--- src/rtl/trdb_pkg.sv ---
// Shared types and constants for the trace encapsulator.
// Header byte layout: bit 7 = lost, bits 6:5 = flow, bits 4:0 = payload length.
package trdb_pkg;

  localparam int ENC_LEN_W    = 5;
  localparam int ENC_FLOW_W   = 2;
  localparam int HDR_LEN_LSB  = 0;
  localparam int HDR_FLOW_LSB = 5;
  localparam int HDR_LOST_BIT = 7;

  typedef enum logic [1:0] {
    HDR = 2'd0,
    TS  = 2'd1,
    PAY = 2'd2
  } trdb_encap_state_e;

  // Assemble the packet header byte from its fields.
  function automatic logic [7:0] make_header(input logic                  lost,
                                             input logic [ENC_FLOW_W-1:0] flow,
                                             input logic [ENC_LEN_W-1:0]  len);
    logic [7:0] h;
    h                              = '0;
    h[HDR_LOST_BIT]                = lost;
    h[HDR_FLOW_LSB +: ENC_FLOW_W]  = flow;
    h[HDR_LEN_LSB  +: ENC_LEN_W]   = len;
    return h;
  endfunction

endpackage

--- src/rtl/trdb_encap_fifo.sv ---
// Synchronous packet FIFO. A push while full is accepted only when a pop
// happens in the same cycle, so the occupancy stays unchanged.
module trdb_encap_fifo #(
  parameter int WIDTH = 8,
  parameter int DEPTH = 4
) (
  input  logic                     clk_i,
  input  logic                     rst_ni,
  input  logic                     push,
  input  logic [WIDTH-1:0]         wdata,
  input  logic                     pop,
  output logic [WIDTH-1:0]         rdata,
  output logic                     full,
  output logic                     empty,
  output logic [$clog2(DEPTH):0]   count
);

  localparam int PTR_W = $clog2(DEPTH);
  localparam int CNT_W = PTR_W + 1;

  logic [WIDTH-1:0] mem [DEPTH];
  logic [PTR_W-1:0] wr_ptr;
  logic [PTR_W-1:0] rd_ptr;
  logic             do_push;
  logic             do_pop;

  assign full    = (count == CNT_W'(DEPTH));
  assign empty   = (count == '0);
  assign do_pop  = pop && !empty;
  assign do_push = push && (!full || do_pop);
  assign rdata   = mem[rd_ptr];

  // Pointer and occupancy bookkeeping.
  always_ff @(posedge clk_i or negedge rst_ni) begin
    if (!rst_ni) begin
      wr_ptr <= '0;
      rd_ptr <= '0;
      count  <= '0;
    end else begin
      if (do_push) wr_ptr <= wr_ptr + 1'b1;
      if (do_pop)  rd_ptr <= rd_ptr + 1'b1;
      if (do_push && !do_pop)      count <= count + 1'b1;
      else if (!do_push && do_pop) count <= count - 1'b1;
    end
  end

  // Storage array; contents need no reset since count gates visibility.
  always_ff @(posedge clk_i) begin
    if (do_push) mem[wr_ptr] <= wdata;
  end

endmodule

--- src/rtl/trdb_encapsulator.sv ---
// Packet-to-byte-stream encapsulator: buffers packets from the emitter and
// serialises header, optional timestamp and payload bytes (LSB-first).
// Optional feature macro: TRDB_TIMESTAMP_EN (adds time_i and TS bytes).
//
// Output handshake: a byte transfers in a cycle where byte_valid_o && byte_ready_i.
// Once byte_valid_o is high, byte_o/last_o stay stable until that transfer.
module trdb_encapsulator import trdb_pkg::*; #(
  parameter int PAYLOAD_BYTES = 16,
  parameter int FIFO_DEPTH    = 4,
  parameter int TS_BYTES      = 2
) (
  input  logic                       clk_i,
  input  logic                       rst_ni,
  input  logic                       valid_i,
  input  logic [PAYLOAD_BYTES*8-1:0] payload_i,
  input  logic [ENC_LEN_W-1:0]       length_i,
  input  logic [ENC_FLOW_W-1:0]      flow_i,
`ifdef TRDB_TIMESTAMP_EN
  input  logic [TS_BYTES*8-1:0]      time_i,
`endif
  output logic [7:0]                 byte_o,
  output logic                       byte_valid_o,
  input  logic                       byte_ready_i,
  output logic                       last_o,
  output logic                       overflow_o,
  output logic                       error_o
);

  // One counter walks both timestamp and payload bytes.
  localparam int PAY_IDX_W = (PAYLOAD_BYTES > 1) ? $clog2(PAYLOAD_BYTES) : 1;
  localparam int TS_IDX_W  = (TS_BYTES > 1) ? $clog2(TS_BYTES) : 1;
  localparam int IDX_W     = (PAY_IDX_W > TS_IDX_W) ? PAY_IDX_W : TS_IDX_W;
  localparam int CNT_W     = $clog2(FIFO_DEPTH) + 1;

  typedef struct packed {
    logic                       lost;
    logic [ENC_FLOW_W-1:0]      flow;
    logic [ENC_LEN_W-1:0]       length;
    logic [PAYLOAD_BYTES*8-1:0] payload;
`ifdef TRDB_TIMESTAMP_EN
    logic [TS_BYTES*8-1:0]      ts;
`endif
  } entry_t;

  trdb_encap_state_e state_q;
  logic [IDX_W-1:0]  idx_q;
  logic              lost_q;
  entry_t            wr_entry;
  entry_t            head;
  logic              fifo_full;
  logic              fifo_empty;
  logic [CNT_W-1:0]  fifo_count;
  logic              handshake;
  logic              last_beat;
  logic              pop;
  logic              push;
  logic              len_ok;
  logic              drop_full;
  logic [7:0]        byte_d;

  assign len_ok    = (length_i != '0) && (length_i <= ENC_LEN_W'(PAYLOAD_BYTES));
  assign handshake = byte_valid_o && byte_ready_i;
  assign last_beat = (state_q == PAY) && (ENC_LEN_W'(idx_q) == head.length - 1'b1);
  assign pop       = handshake && last_beat;
  assign push      = valid_i && len_ok && (!fifo_full || pop);
  assign drop_full = valid_i && len_ok && (fifo_count == CNT_W'(FIFO_DEPTH)) && !pop;

  assign wr_entry.lost    = lost_q;
  assign wr_entry.flow    = flow_i;
  assign wr_entry.length  = length_i;
  assign wr_entry.payload = payload_i;
`ifdef TRDB_TIMESTAMP_EN
  assign wr_entry.ts      = time_i;
`endif

  trdb_encap_fifo #(
    .WIDTH ($bits(entry_t)),
    .DEPTH (FIFO_DEPTH)
  ) u_fifo (
    .clk_i  (clk_i),
    .rst_ni (rst_ni),
    .push   (push),
    .wdata  (wr_entry),
    .pop    (pop),
    .rdata  (head),
    .full   (fifo_full),
    .empty  (fifo_empty),
    .count  (fifo_count)
  );

  // Select the byte for the current state from the head entry.
  always_comb begin
    byte_d = '0;
    case (state_q)
      HDR:     byte_d = make_header(head.lost, head.flow, head.length);
`ifdef TRDB_TIMESTAMP_EN
      TS:      byte_d = head.ts[{idx_q, 3'b000} +: 8];
`endif
      PAY:     byte_d = head.payload[{idx_q, 3'b000} +: 8];
      default: byte_d = '0;
    endcase
  end

  assign byte_valid_o = !fifo_empty;
  assign byte_o       = byte_valid_o ? byte_d : 8'h00;
  assign last_o       = byte_valid_o && last_beat;

  // Serialiser FSM: advances only on an accepted byte.
  always_ff @(posedge clk_i or negedge rst_ni) begin
    if (!rst_ni) begin
      state_q <= HDR;
      idx_q   <= '0;
    end else if (handshake) begin
      case (state_q)
        HDR: begin
          idx_q <= '0;
`ifdef TRDB_TIMESTAMP_EN
          state_q <= TS;
`else
          state_q <= PAY;
`endif
        end
`ifdef TRDB_TIMESTAMP_EN
        TS: begin
          if (idx_q == IDX_W'(TS_BYTES - 1)) begin
            idx_q   <= '0;
            state_q <= PAY;
          end else begin
            idx_q <= idx_q + 1'b1;
          end
        end
`endif
        PAY: begin
          if (last_beat) begin
            idx_q   <= '0;
            state_q <= HDR;
          end else begin
            idx_q <= idx_q + 1'b1;
          end
        end
        default: begin
          idx_q   <= '0;
          state_q <= HDR;
        end
      endcase
    end
  end

  // Loss tracking and one-cycle drop pulses.
  always_ff @(posedge clk_i or negedge rst_ni) begin
    if (!rst_ni) begin
      lost_q     <= 1'b0;
      overflow_o <= 1'b0;
      error_o    <= 1'b0;
    end else begin
      overflow_o <= drop_full;
      error_o    <= valid_i && !len_ok;
      if (push)           lost_q <= 1'b0;
      else if (drop_full) lost_q <= 1'b1;
    end
  end

endmodule
--- config.mk ---
export PLATFORM = sky130hd
export DESIGN_NAME = trdb_encapsulator
export DESIGN_NICKNAME = d
export VERILOG_FILES = /design/src/rtl/trdb_pkg.sv /design/src/rtl/trdb_encap_fifo.sv /design/src/rtl/trdb_encapsulator.sv
export SDC_FILE = /design/constraint.sdc
export NUM_CORES = 1
export LEC_CHECK = 0
export ABC_AREA = 1
export CORE_ASPECT_RATIO = 2
export CORE_UTILIZATION = 35
export DETAILED_ROUTE_END_ITERATION = 10
export GPL_ROUTABILITY_DRIVEN = 0
export SETUP_SLACK_MARGIN = 0.4
export SLEW_MARGIN = 20
export SYNTH_ARGS = -nofsm -noshare
export SYNTH_HDL_FRONTEND = slang
export SYNTH_SLANG_ARGS = --single-unit
--- constraint.sdc ---
create_clock -name clk_i -period 15.22 [get_ports clk_i]
set_clock_uncertainty 0.05 [all_clocks]
set_input_delay 1.522 -clock clk_i [delete_from_list [all_inputs] [get_ports clk_i]]
set_output_delay 1.522 -clock clk_i [all_outputs]
set_load 0.01 [all_outputs]
# == After elaboration in Yosys (flattened, before gate mapping) ==
# Memory sizes are Yosys's and may differ from the RTL's.
# Cells that the tools add are included.
# classes
order_cmp,1
mux,12
reduce_logical,28
eq_ne,4
n_shift,1
add_sub_neg,6
# op_table
operator,n
128-bit by 8-bit indexed part select with 8-bit output,1
8-bit one-hot mux with 2 select lines,1
1-bit logical AND,14
4-bit 2-to-1 mux,2
8-bit 2-to-1 mux,1
1-bit zero test,6
3-bit 2-to-1 mux,2
4-bit by 5-bit equality test with 1-bit output,1
5-bit <= comparator (second input constant),1
5-bit nonzero test,1
5-bit by 1-bit subtractor with 5-bit output (second input constant),1
2-bit by 1-bit adder with 2-bit output (second input constant),2
4-bit by 1-bit adder with 4-bit output (second input constant),1
1-bit 2-to-1 mux,4
2-bit one-hot mux with 2 select lines,1
2-bit nonzero test,2
3-bit by 1-bit adder with 3-bit output (second input constant),1
3-bit equality test (second input constant),1
3-bit zero test,1
3-bit by 1-bit subtractor with 3-bit output (second input constant),1
2-bit equality test (second input constant),1
2-bit zero test,1
1-bit logical OR,2
2-bit 2-to-1 mux,1
other kinds (2),2
# word_totals
n_memories,1
ram_bits,544
ff_bits,16
out_inout_bits,12
inputBits,139
# mem_list
memory,depth,word_bits,read_ports,rd_clocked_by_memory_dff,wr,line,text
u_fifo.mem,4,136,1,0,1,trdb_encap_fifo.sv:21,logic [WIDTH-1:0] mem [DEPTH];

# == Longest topological paths before layout ==
# Gate-level depths: netlist (run 1).
# An unclocked memory read counts as a cell.
# depth
word_depth,12
ltp_mapped,23
ltp_nobuf,22

# == By module ==
# From an unflattened synthesis (run 1), not the netlist that was laid out.
# hier_totals
cells_unflattened,1915
hier_area_um2,22879.4
# modules_own_cells
mod,cells_per_inst,instances,area_each_um2
trdb_encap_fifo,1514,1,20905.0
trdb_encapsulator,401,1,1974.4

# == Least setup slack after synthesis (run 1) ==
# No wires, ideal clock.
# synth_path
path_kind,in2reg
startpoint,input length_i[1]
endpoint,memory u_fifo.mem[0][0] (netlist name) (enable)
path_slack_ps,8844
setup_ps,524
required_time_ps,14646
arrival_ps,5803
stages,6
path_buffers,0
cell_sequence,nor4_1 xnor2_1 nand2_1 inv_1 nand2_4 nor2_2
# synth_via
elab_chain_cells,7
# synth_lines
element,line,text
start: declaration,trdb_encapsulator.sv:16,"input logic [ENC_LEN_W-1:0] length_i,"
5-bit <= comparator / 5-bit nonzero test (equally long branches),trdb_encapsulator.sv:61,assign len_ok = (length_i != '0) && (length_i <= ENC_LEN_W'(PAYLOAD_BYTES));
1-bit logical AND *,trdb_encapsulator.sv:61,
1-bit logical AND * (2 in series),trdb_encapsulator.sv:65,assign push = valid_i && len_ok && (!fifo_full || pop);
1-bit logical AND *,trdb_encap_fifo.sv:30,assign do_push = push && (!full || do_pop);
1-bit 2-to-1 mux *,trdb_encap_fifo.sv:49,if (do_push) mem[wr_ptr] <= wdata;
1-bit 2-to-1 mux (implied by the code) *,trdb_encap_fifo.sv:49,
end: declaration,trdb_encap_fifo.sv:21,
# Every way passes the cells marked *; elsewhere a longest branch is shown, timed or not.

# == Final worst setup path (run 1) ==
# layout_path
startpoint,register u_fifo.rd_ptr[0]
endpoint,output last_o
# layout_via
elab_chain_cells,5
# layout_lines
element,line,text
start: declaration,trdb_encap_fifo.sv:23,logic [PTR_W-1:0] rd_ptr;
start signal: assignment,trdb_encap_fifo.sv:41,if (do_pop) rd_ptr <= rd_ptr + 1'b1;
memory 4 x 136 bit,n/a,
5-bit by 1-bit subtractor with 5-bit output,trdb_encapsulator.sv:63,assign last_beat = (state_q == PAY) && (ENC_LEN_W'(idx_q) == head.length - 1'b1);
4-bit by 5-bit equality test with 1-bit output,trdb_encapsulator.sv:63,
1-bit logical AND,trdb_encapsulator.sv:63,
1-bit logical AND,trdb_encapsulator.sv:106,assign last_o = byte_valid_o && last_beat;
end: declaration,trdb_encapsulator.sv:24,"output logic last_o,"
# Every way passes these cells.

==> results.toml, run 1 <==
[yosys]
yosys_warnings = 0
async_flop_share_pct = 2.683
synth_flop_cell = "edfxtp_1"
synth_edf_count = 544
synthTopCellsByArea = "edfxtp_1 (73%), o21ai_0 (5.2%), nor2_1 (4.7%), nand2_1 (3.2%), nand3_1 (2.6%)"
synth_cell_type_count = 38
synth_seq_area_share_pct = 74.19
synth_area_sq_um = 22520
synth_top_area_share_pct = 72.53
syn_nets = 1896
synth_area_leader_cell = "edfxtp_1"
synth-seq-cells = 559
synthCells = 1749
syn_area_per_cell_sq_um = 12.88

[critical_path]
path_cells = "buf_4, buf_4, nand2_1, nand3_1, nand2_2, ha_1, xor2_1, nand2_1, nor2_2, nand2_2, nor2_4, nand2_1, nor3_1, clkdlybuf4s50_1"
r2r-end = "u_fifo.mem[1][1]"
path_common_cell = "nand2_1"
r2r_slack_ns = 8.97
arrival_ns = 5.27
cp_top_family = "buffers and inverters"
crit_type = "reg -> out"
ff2ff_path_depth = 16
reg2reg_from = "u_fifo.rd_ptr[0]"
endpoint_kind = "primary output"
slowest_stage = "buf_4"
start_kind = "flip-flop"
cp_slowest_stage_delay_ns = 0.89
worst_ep_required_time_ns = 13.65
crit_fanout = 97
crit_buf_inv = 3

[clock_network]
hold_buffers = 0
clock-sinks = 559
clk_latency_ns = 0.58
clk_pin_slew_ns = 0.07
cts_resized = 0
cts_root_buffer = "clkbuf_16"
h-tree-depth = 2
cts_inserted_buffers = 47
clockBufferDepth = 3
cts_setup_buffers = 0
cts_tree = "built"

[placed_design]
hpwl_mm = 38.01
io_buffer_count = 150

[job]
maxCapViolCount = 0

[sta]
finalHoldViolations = 0
slew_headroom_pct = 22.02
final.setup.tns_ns = 0
rsz0062_at_grt = "no"
drv_slew = 0
max_slew.worst_pin.slew_ns = 1.170
post-route-period-util_pct = 44.98
worst_hold_slack_ns = 0.5125
period_minus_slack_ns = 6.846
fmax_ghz = 0.1461
setup_violations = 0

[die]
row_count = 131
die_h_microns = 360.8
dieArea_sq_um = 65430
start_util_pct = 35.33
design.core.area_sq_um = 63760
ios = 151
die_w_microns = 181.4

[power]
ir_worst_vdd_mv = 0.07926
total_power_mw = 4.697
leakage_nw = 8.552
powerDensity_nw_per_um2 = 180.0

[drt]
avgViaCountPerCell = 5.360
vias = 14419
drt_iter0_markers = 1455
avgRoutedWirePerCell_microns = 23.02
wl_met3_mm = 2.972
ant_nets = 0
drt_pass1_iterations = 6
drc = 0
topRoutingLayerUsed = "met5"
met2_length_mm = 32.63
wl_mm = 61.92
drt-met1-wl_mm = 23.81

[final_layout]
seqCellArea_sq_um = 16720
drive_above_1_share_pct = 6.131
nFillCells = 5791
layout_common_cells = "edfxtp_1 (544), nor2_1 (281), o21ai_0 (235), nand2_1 (195), clkdlybuf4s50_1 (150)"
mostFrequentLayoutCell = "edfxtp_1"
area_growth_syn_to_layout_pct = 15.88
nets = 2005
diodes = 0
multi_input_area_sq_um = 5049

[min_path]
hold_start = "u_fifo.wr_ptr[0]"
holdCritPathClass = "reg -> reg"
min_path_cells = 2
holdPathEnd = "u_fifo.wr_ptr[0]"

[grt]
antenna_found_initial = 1
grt_max_degree = 137
grt_use_total_pct = 18.77
grt_pass1_wl_mm = 91.44
grt_pass1_vias = 14288
grt-ovfl-total = 0

[outcome]
outcome = "finished, final reports clean"
==> worst register-to-register path: stages (launching register included) <==
cell and delay, ns:
dfrtp_4 0.81, buf_4 0.76, buf_4 0.97, nand2_1 0.17, nand3_1 0.14, nand2_2 0.09, ha_1 0.31, xor2_1 0.15
nand2_1 0.08, nor2_2 0.11, nand2_2 0.07, nor2_4 0.11, nand4_4 0.17, nand2_4 0.14, nand2_4 0.12, nor2_4 0.67
buf_4 0.88
==> kinds of logic after synthesis <==
group           Yosys count  share of synthesized area, %
xor+xnor                  8                        0.3111
buf+inv                 155                         3.494
compound gates          389                         9.749
mux                       1                       0.04999
simple gates            629                         11.73
flops                   559                         74.19
fa+ha+maj                 8                        0.4777
==> per-stage QoR <==
stage	area, sq um	util, %	instances	worst slack [ns]
3_5_place_dp	24610	38.59	2606	8.570
5_1_grt	26100	40.93	2690	8.049
6_report	26100	40.93	2690	8.374
4_1_cts	26080	40.90	2689	7.984
3_3_place_gp	24610	38.59	2606	8.667
2_1_floorplan	22520	-	1749	8.844
==> metal layers <==
layer / vias up / global-route usage (%)
met2: 524 / 33.78
met1: 7203 / 22.59
met5: - / 0
li1: 6583 / -
met3: 107 / 1.927
met4: 2 / 8.109
==> sequential cells by signal (all words and copies together) (netlist names) <==
| signal | count |
|---|---|
| u_fifo.count | 3 |
| error_o | 1 |
| u_fifo.rd_ptr | 2 |
| u_fifo.mem | 544 |
| u_fifo.wr_ptr | 2 |
| lost_q | 1 |
| overflow_o | 1 |
| state_q | 1 |
| idx_q | 4 |
==> how the worst max path moves through the flow <==
| stage | endpoint | start | depth (start not counted) | slack, ns |
|---|---|---|---|---|
| after floorplan | u_fifo.mem[0][0] | length_i[1] | 6 | 8.84 |
| after global placement | u_fifo.mem[3][58] | u_fifo.rd_ptr[0] | 16 | 8.67 |
| after detailed placement | u_fifo.mem[3][58] | u_fifo.rd_ptr[0] | 16 | 8.57 |
| after CTS | last_o | u_fifo.rd_ptr[0] | 14 | 7.98 |
| after global routing | last_o | u_fifo.rd_ptr[0] | 14 | 8.05 |
| final | last_o | u_fifo.rd_ptr[0] | 14 | 8.37 |
==> synth_stat cells (2+ instances only) <==
library cell,instances
o21ai_0,235
buf_4,10
nor3_1,2
ha_1,7
nor2_2,5
dfrtp_1,15
or2_2,2
buf_2,36
or2_0,2
inv_1,37
o211ai_1,44
nor2_1,282
o21ai_1,9
nand2_4,3
clkinv_1,3
clkbuf_1,45
a21oi_1,30
buf_1,6
nand4_1,7
edfxtp_1,544
nand2_1,195
nor2_4,2
nand3_1,117
nand2_2,5
xnor2_1,3
o22ai_1,51
inv_2,2
xor2_1,5
o221ai_1,20
buf_6,14
nand3b_1,4
==> layout make-up <==
class / instances / share of cell area, %
clock buffers: 55 / 4.784
clock inverters: 28 / 0.8629
inverters: 43 / 0.6424
multi-input cells: 1035 / 19.34
flip-flops and latches: 559 / 64.06
well taps: 798 / 3.826
repair buffers: 172 / 6.481
==> power by group <==
part / switching [mW] / internal, mW
Clock: 0.540 / 0.640
Sequential: 0.0902 / 1.87
Combinational: 1.09 / 0.465
Power figures use the tool's default switching activity.
==> run 2: changes to the inputs <==
Clock period 15.22 ns to 5.7 ns, I/O delays scaled along.
==> run 2 against run 1 <==
  * Design area grew 1.3%
  * Utilization grew 0.53 points
  * Sequential cell count is the same
  * Clock power grew to 2.9 times the previous value
  * Largest power group unchanged
==> results.toml, run 2 (synthesis gave the netlist of run 1 again) <==
[power]
switchingPower_mw = 4.671
leakage_nw = 8.690
power.share.sequential_pct = 40.6
p_sw_share_pct = 36.17
internal-power_mw = 8.244
ir_worst_vdd_mv = 0.2396
powerDensity_nw_per_um2 = 488.5
pwr-share-comb_pct = 32.7
clkPwrFrac_pct = 26.7

[sta]
final.setup.tns_ns = 0
max_slew.worst_pin.slew_ns = 1.040
rsz0062_at_grt = "no"
finalHoldViolations = 0
period_minus_slack_ns = 4.796
slew_headroom_pct = 30.63
fmax_ghz = 0.2085
drv_slew = 0
post-route-period-util_pct = 84.15
setup_violations = 0

[drt]
avgRoutedWirePerCell_microns = 23.31
drt_iter0_markers = 1451
ant_nets = 0
drc = 0
avgViaCountPerCell = 5.348
drt_pass1_iterations = 8
wl_mm = 62.92
vias = 14435

[critical_path]
endpoint_kind = "primary output"
crit_type = "reg -> out"
crit_fanout = 92
reg2reg_from = "u_fifo.rd_ptr[1]"
arrival_ns = 4.18
start_kind = "flip-flop"
ff2ff_path_depth = 19
r2r_slack_ns = 1.59
r2r-end = "u_fifo.count[2]"
worst_ep_required_time_ns = 5.08

[grt]
grt_pass1_wl_mm = 93.20
grt-ovfl-total = 0
grt_pass1_vias = 14575
antenna_found_initial = 1
grt_max_degree = 132
grt_use_total_pct = 19.16

[die]
ios = 151
dieArea_sq_um = 65430
die_h_microns = 360.8
design.core.area_sq_um = 63760
die_w_microns = 181.4
row_count = 131
start_util_pct = 35.33

[clock_network]
clk_latency_ns = 0.58
clock-sinks = 559
cts_setup_buffers = 0
h-tree-depth = 2
cts_inserted_buffers = 48
cts_root_buffer = "clkbuf_16"
clk_pin_slew_ns = 0.07
cts_resized = 0
clockBufferDepth = 3
hold_buffers = 0
cts_tree = "built"

[final_layout]
area_growth_syn_to_layout_pct = 17.39
drive_above_1_share_pct = 6.839
regMostFlops = "u_fifo.mem"
diodes = 0
largest_register_ffs = 544
nets = 2013
post-route-cell-area_sq_um = 26440
nFillCells = 5766
mostFrequentLayoutCell = "edfxtp_1"
utilization_pct = 41.47
layout_common_cells = "edfxtp_1 (544), nor2_1 (281), o21ai_0 (235), nand2_1 (195), clkdlybuf4s50_1 (150)"
top_regs = "u_fifo.mem (544), idx_q (4), u_fifo.count (3)"

[placed_design]
hpwl_mm = 39.04
postPlaceCellArea_sq_um = 24790
io_buffer_count = 150

[outcome]
outcome = "finished, final reports clean"

[job]
maxCapViolCount = 0

[min_path]
holdCritPathClass = "in -> async"
## run 2: cell count changes in the layout (fill, tap and decap cells not counted), sizes merged
cell,delta
buf,+7
bufinv,+5
clkbuf,-1
clkinv,-7
clkinvlp,+2
inv,+3
## run 2: routing by layer
metal,vias to the layer above,track usage (%),wire length [microns]
met3,99,2.270,3113
met2,515,35.15,33660
met4,2,8.674,2571
li1,6606,-,-
met1,7213,22.11,23560
met5,-,0,13
## run 2: worst max-delay path, stage by stage, from the launching register on
cell and delay [ns]:
dfrtp_4 0.78, buf_4 0.88, o21ai_0 0.21, o22ai_1 0.31, nand2_1 0.13, nand2_1 0.13
a21oi_1 0.07, nand2_1 0.07, nand3_1 0.12, nand3_1 0.17, nand2_1 0.07, inv_1 0.06
clkdlybuf4s50_1 0.53
## run 2: final cells by class
type                            instances  area, sq um  share of cell area (%)
Inverter                               43        167.7                  0.6341
Clock buffer                           54         1266                   4.789
Tap cell                              798        998.5                   3.776
Multi-Input combinational cell       1035         5049                   19.09
Sequential cell                       559        16720                   63.24
Timing Repair Buffer                  179         1857                   7.023
Clock inverter                         31        382.9                   1.448
## run 2: power by group through the flow
stage | Clock [mW] | Combinational, mW | Sequential (mW)
finish | 3.45 | 4.22 | 5.24
detailed placement | 0 | 4.24 | 5.33
floorplan | 0 | 2.73 | 5.21
CTS | 3.50 | 4.27 | 5.24
global placement | 0 | 4.20 | 5.31
global route | 3.63 | 4.62 | 5.28
## run 2: worst max-delay path by stage
stage	slack, ns	endpoint	cells past startpoint	start
after floorplan	-0.30	u_fifo.mem[0][0]	16	u_fifo.rd_ptr[0]
after global placement	1.51	byte_o[0]	12	u_fifo.rd_ptr[1]
after detailed placement	1.52	byte_o[0]	12	u_fifo.rd_ptr[1]
after CTS	0.88	byte_o[0]	12	u_fifo.rd_ptr[1]
after global routing	0.62	byte_o[0]	12	u_fifo.rd_ptr[1]
final	0.90	byte_o[0]	12	u_fifo.rd_ptr[1]
## run 2: per-stage QoR
stage               setup WS [ns]  total power [mW]  hold slack [ns]  instances
finish                     0.9036             12.92           0.3737       2699
global route               0.6190             13.54           0.4417       2699
CTS                        0.8830             13.01           0.3902       2699
detailed placement          1.519             9.573           0.4955       2614
global placement            1.512             9.509           0.4763       2614
floorplan                 -0.3019             7.944           0.2244       1749
